--- config.mk ---
export PLATFORM = sky130hd
export DESIGN_NAME = muxn_reg
export DESIGN_NICKNAME = d
export VERILOG_FILES = /design/src/rtl/muxn_reg_pkg.sv /design/src/rtl/muxn_reg_rr_grant.sv /design/src/rtl/muxn_reg.sv
export SDC_FILE = /design/constraint.sdc
export NUM_CORES = 1
export LEC_CHECK = 0
export BUFFER_PORTS_ARGS = -buffer_cell sky130_fd_sc_hd__buf_2
export CAP_MARGIN = 20
export CORE_AREA = 2 2 62 58
export DETAILED_ROUTE_END_ITERATION = 6
export DIE_AREA = 0 0 64 60
export GPL_TIMING_DRIVEN = 0
export PLACE_DENSITY = 0.76
export SLEW_MARGIN = 15
export SYNTH_ARGS = -nofsm -noshare
export SYNTH_HDL_FRONTEND = slang
export SYNTH_SLANG_ARGS = --single-unit
export TNS_END_PERCENT = 50
--- constraint.sdc ---
create_clock -name clk -period 3.3 [get_ports clk]
set_input_delay 0 -clock clk [delete_from_list [all_inputs] [get_ports clk]]
set_output_delay 0 -clock clk [all_outputs]
set_load 0.01 [all_outputs]
--- src/rtl/muxn_reg_pkg.sv ---
// Shared definitions for the channel mux: mode encodings and select-width helpers.
package muxn_reg_pkg;

  typedef enum logic {
    MODE_DIRECT = 1'b0,
    MODE_RR     = 1'b1
  } mode_e;

  function automatic int unsigned clog2(input int unsigned n);
    int unsigned r;
    int unsigned v;
    r = 0;
    v = 1;
    while (v < n) begin
      v = v << 1;
      r++;
    end
    return r;
  endfunction

  // A select port must be at least one bit wide even for degenerate counts.
  function automatic int unsigned sel_width(input int unsigned n);
    return (clog2(n) < 1) ? 1 : clog2(n);
  endfunction

endpackage

--- src/rtl/muxn_reg_rr_grant.sv ---
// Combinational grant selection: direct select or round-robin from last+1.
module rr_grant
  import muxn_reg_pkg::*;
#(
  parameter int unsigned N     = 4,
  parameter int unsigned SEL_W = 2
) (
  input  logic [N-1:0]     req,
  input  logic [SEL_W-1:0] last,
  input  logic             mode,
  input  logic [SEL_W-1:0] s,
  output logic [N-1:0]     grant
);

  logic        found;
  int unsigned idx;

  always_comb begin
    grant = '0;
    found = 1'b0;
    idx   = 0;
    if (mode_e'(mode) == MODE_DIRECT) begin
      // Out-of-range selects match no channel, leaving grant all zero.
      for (int unsigned k = 0; k < N; k++) begin
        if (s == SEL_W'(k)) grant[k] = 1'b1;
      end
    end else begin
      for (int unsigned i = 1; i <= N; i++) begin
        idx = (32'(last) + i) % N;
        if (!found && req[idx]) begin
          grant[idx] = 1'b1;
          found      = 1'b1;
        end
      end
    end
  end

endmodule

--- src/rtl/muxn_reg.sv ---
// N-channel mux with one registered output stage and valid/ready handshake.
module muxn_reg
  import muxn_reg_pkg::*;
#(
  parameter  int          WIDTH    = 8,
  parameter  int          CHANNELS = 4,
  localparam int unsigned SEL_W    = sel_width(CHANNELS)
) (
  input  logic                      clk,
  input  logic                      reset,
  input  logic                      mode,
  input  logic [SEL_W-1:0]          s,
  input  logic [CHANNELS*WIDTH-1:0] in_data,
  input  logic [CHANNELS-1:0]       in_valid,
  output logic [CHANNELS-1:0]       in_ready,
  output logic [WIDTH-1:0]          o,
  output logic                      o_valid,
  input  logic                      o_ready,
  output logic [SEL_W-1:0]          o_chan
);

  logic [CHANNELS-1:0] grant;
  logic                can_load;
  logic                xfer;
  logic [WIDTH-1:0]    sel_data;
  logic [SEL_W-1:0]    sel_idx;

  logic [WIDTH-1:0]    o_q,       o_d;
  logic                o_valid_q, o_valid_d;
  logic [SEL_W-1:0]    o_chan_q,  o_chan_d;
  logic [SEL_W-1:0]    last_q,    last_d;

  rr_grant #(
    .N     (CHANNELS),
    .SEL_W (SEL_W)
  ) u_grant (
    .req   (in_valid),
    .last  (last_q),
    .mode  (mode),
    .s     (s),
    .grant (grant)
  );

  always_comb begin
    can_load = !o_valid_q || o_ready;
    in_ready = reset ? '0 : (grant & {CHANNELS{can_load}});
    xfer     = |(in_valid & in_ready);
    sel_data = '0;
    sel_idx  = '0;
    for (int unsigned k = 0; k < CHANNELS; k++) begin
      if (grant[k]) begin
        sel_data = in_data[k*WIDTH +: WIDTH];
        sel_idx  = SEL_W'(k);
      end
    end
  end

  always_comb begin
    o_d       = o_q;
    o_chan_d  = o_chan_q;
    o_valid_d = o_valid_q;
    last_d    = last_q;
    if (xfer) begin
      o_d       = sel_data;
      o_chan_d  = sel_idx;
      o_valid_d = 1'b1;
      last_d    = sel_idx;
    end else if (o_ready) begin
      o_valid_d = 1'b0;
    end
  end

  // last_q resets to the top channel so the first round-robin grant is channel 0.
  always_ff @(posedge clk or posedge reset) begin
    if (reset) begin
      o_q       <= '0;
      o_chan_q  <= '0;
      o_valid_q <= 1'b0;
      last_q    <= SEL_W'(CHANNELS - 1);
    end else begin
      o_q       <= o_d;
      o_chan_q  <= o_chan_d;
      o_valid_q <= o_valid_d;
      last_q    <= last_d;
    end
  end

  assign o       = o_q;
  assign o_valid = o_valid_q;
  assign o_chan  = o_chan_q;

endmodule

==> results.cfg <==
[status]
run_status = finished, violations left
failing_checks = negative hold slack

[final_layout]
synthToLayoutAreaGrowth_pct = 34.2
finalInstanceArea_mm2 = 0.00176
fraction_of_layout_instances_using_a_drive_strength_above_1_pct = 45.9
antennaDiodeCount = 0
final.fill_count = 313
finish.net_count = 256

[floorplan]
core_area_mm2 = 0.00323
dieHeight_um = 60
cell_row_count = 20
top_level_ports = 57
die_width_um = 64
design.die.area_mm2 = 0.00384
start_util_pct = 40.7

[worst_setup_path]
worst-endpoint-required_ns = 3.51
start_kind = flop
worst-r2r-setup-slack_ns = 0.12
worst_setup_path_end_kind = flop
timing.reg2reg.worst_path_depth = 12
r2r-end = o[1]
setup.worst_path.class = reg -> reg
cp_max_fo = 10
reg2reg_from = last_q[0]
critPathArrivalTime_ns = 3.39

[detailed_routing]
remaining_drc_errors = 0
avg_vias_per_cell = 5.58
detail_route.iter0.violations = 98
total_wire_length_mm = 3.69
dr_total_vias = 1389
first_pass_iters = 4
ant_nets = 0
wire_per_inst_um = 14.8

[yosys]
netlist_instances = 140
ys_seq_area_share_pct = 25.0
synth_edf_count = 0
post-synth-top-area-fraction_pct = 21.0
leading_post_synthesis_cells_by_instance_count = 16 x sky130_fd_sc_hd__inv_1, 11 x sky130_fd_sc_hd__a21oi_1, 11 x sky130_fd_sc_hd__dfrtp_1
netlist.top_cell.by_area = sky130_fd_sc_hd__dfrtp_1
netlist_top_cells_area = sky130_fd_sc_hd__dfrtp_1 21%, sky130_fd_sc_hd__ha_1 7.6%, sky130_fd_sc_hd__o2bb2ai_1 6.0%
synth.net_count = 190
synth_async_sr_flop_share_pct = 100
ys_ff_latch = 13
syn-cell-area_mm2 = 0.00131
post_synth_num_cell_types = 39
yosys_most_used_dff = sky130_fd_sc_hd__dfrtp_1
synth_warnings = 0
synthMostInstantiatedCell = sky130_fd_sc_hd__inv_1
synth.avg_cell_area_um2 = 9.38

[timing]
timing.fmax_ghz = 0.315
finalSetupViolCount = 0
timing.final.max_slew_violations = 0
max_slew_margin_pct = 60.3
finalHoldViolCount = 1
fin_crit_ns = 3.18
fin_skew_ns = 0.00190
fin_worst_hold_slack_ns = -0.00188
fin_crit_share_pct = 96.3
timing.final.ws_setup_ns = 0.122
tns_ns = 0
worst_slew_pin_slew_ns = 0.592

[clock_network]
ctsHtreeMaxLevel = 1
ctsLongestPathBuffers = 2
clock_insertion_delay_worst_skew_ns = 0.28
clkTransAtPathRegs_ns = 0.08
cts.root.buffer_cell = sky130_fd_sc_hd__clkbuf_4
tritoncts = yes
tritoncts.num_buffers = 3
clock-sinks = 13

[placed_design]
detailedPlace.worstSlack_ns = -0.170
placement.cell_area_mm2 = 0.00164
numPortBuffers = 55
routabilityCongestion = 0.891
dp.final_hpwl_mm = 2.79

[worst_hold_path]
hold_path_end = o[5]
hold-path-cell-count = 3
holdCritPathClass = in -> reg
hp-start = in_data[5]

[global_routing]
grt_usage_pct = 19.6
grt_antenna_before_repair = 0
via_count_of_the_first_global_routing_pass = 1290
grt_start_max_net_pins = 16
gr-total-overflow = 0
grt_pass1_wl_mm = 5.88

[power]
total_power_w = 0.00156
power_density_mw_per_mm2 = 887
cellLeakagePower_nw = 0.845
max-vdd-ir-drop_v = 0.000394

[run]
maxCapViolCount = 0
==> flip-flops by register name, summed over array words and instances, names as in the netlist <==
register	flops
o	8
last_q	2
o_chan	2
o_valid	1
==> what timing repair did <==
item,4_1_cts,5_1_grt
setup buffers,3,2
gates resized for setup,7,10
hold endpoints to repair,11,0
hold buffers,1,0
pin swaps,3,0
endpoints found under the setup margin,12,13
==> worst max-delay path, stage by stage, from the launching register on <==
cell,delay [ns]
sky130_fd_sc_hd__dfstp_2,0.54
sky130_fd_sc_hd__buf_6,0.13
sky130_fd_sc_hd__inv_1,0.11
sky130_fd_sc_hd__ha_4,0.30
sky130_fd_sc_hd__mux4_2,0.58
sky130_fd_sc_hd__nand3b_1,0.12
sky130_fd_sc_hd__a221oi_1,0.09
sky130_fd_sc_hd__buf_2,0.19
sky130_fd_sc_hd__or2_2,0.29
sky130_fd_sc_hd__buf_2,0.20
sky130_fd_sc_hd__o311ai_2,0.32
sky130_fd_sc_hd__a21oi_1,0.08
sky130_fd_sc_hd__o2bb2ai_1,0.16
==> cell usage in the layout (no fill, tap or decap), types with 2 or more instances in the layout <==
cell,count
sky130_fd_sc_hd__buf_4,5
sky130_fd_sc_hd__dfrtp_1,11
sky130_fd_sc_hd__nand3b_1,4
sky130_fd_sc_hd__o2bb2ai_1,9
sky130_fd_sc_hd__o311ai_2,3
sky130_fd_sc_hd__nand2_1,4
sky130_fd_sc_hd__or2_2,2
sky130_fd_sc_hd__and3_1,2
sky130_fd_sc_hd__ha_1,7
sky130_fd_sc_hd__mux4_2,3
sky130_fd_sc_hd__buf_2,58
sky130_fd_sc_hd__buf_6,2
sky130_fd_sc_hd__clkbuf_4,3
sky130_fd_sc_hd__a22oi_1,2
sky130_fd_sc_hd__and2_1,2
sky130_fd_sc_hd__a21oi_1,11
sky130_fd_sc_hd__clkbuf_2,2
sky130_fd_sc_hd__a221oi_1,5
sky130_fd_sc_hd__o211ai_1,8
sky130_fd_sc_hd__o21ai_0,9
sky130_fd_sc_hd__mux2_2,4
sky130_fd_sc_hd__dfstp_2,2
sky130_fd_sc_hd__nor2_1,8
sky130_fd_sc_hd__o311ai_1,4
sky130_fd_sc_hd__inv_1,16
==> kinds of logic (layout without fill, tap and decap cells) <==
kind of cell	Yosys count	in the layout	share of synthesized area (%)
AND/OR/NAND/NOR	28	28	13.5
AO/OA/AOI/OAI	58	58	33.8
buffers and inverters	24	89	8.29
flip-flops	13	13	25.0
adder cells (fa/ha/maj)	8	8	7.63
multiplexers	9	9	11.7
==> area by class of cell <==
cell class | count | area, um2 | area share, %
buffer | 8 | 51.3 | 2.91
clock buffer | 4 | 26.3 | 1.49
inverter | 16 | 60.1 | 3.41
multi-input combinational | 103 | 918 | 52.1
sequential | 13 | 328 | 18.6
tap | 44 | 55.1 | 3.12
timing repair buffer | 61 | 323 | 18.3
==> worst max path at each step <==
stage,start,slack [ns],end,cells past startpoint
finish,last_q[0],0.12,o[1],12
global route,last_q[0],-0.003,last_q[1],12
CTS,last_q[0],0.03,o[1],12
detailed placement,last_q[0],-0.17,o_chan[1],10
global placement,last_q[0],-0.14,o_chan[1],10
floorplan,last_q[0],0.19,last_q[1],11
==> per-layer routing <==
metal  global-route usage (%)  vias up  wire length [um]
li1                         -      674                 -
met1                     25.7      652              1650
met4                     7.14        0                41
met5                        0        -                 0
met3                     2.82        5               252
met2                     33.2       58              1750
==> per-stage QoR <==
stage	cells	utilization [%]
after floorplan	140	-
after global routing	249	54.6
after detailed placement	239	50.9
after CTS	247	53.0
final	249	54.6
after global placement	239	50.9
==> where the power goes <==
group / switching [W] / total, W / internal [W]
Combinational: 0.000640 / 0.00118 / 0.000537
Clock: 0.0000545 / 0.000101 / 0.0000470
Sequential: 0.0000379 / 0.000285 / 0.000247
Total: 0.000732 / 0.00156 / 0.000831
(Power assumes the default switching activity.)
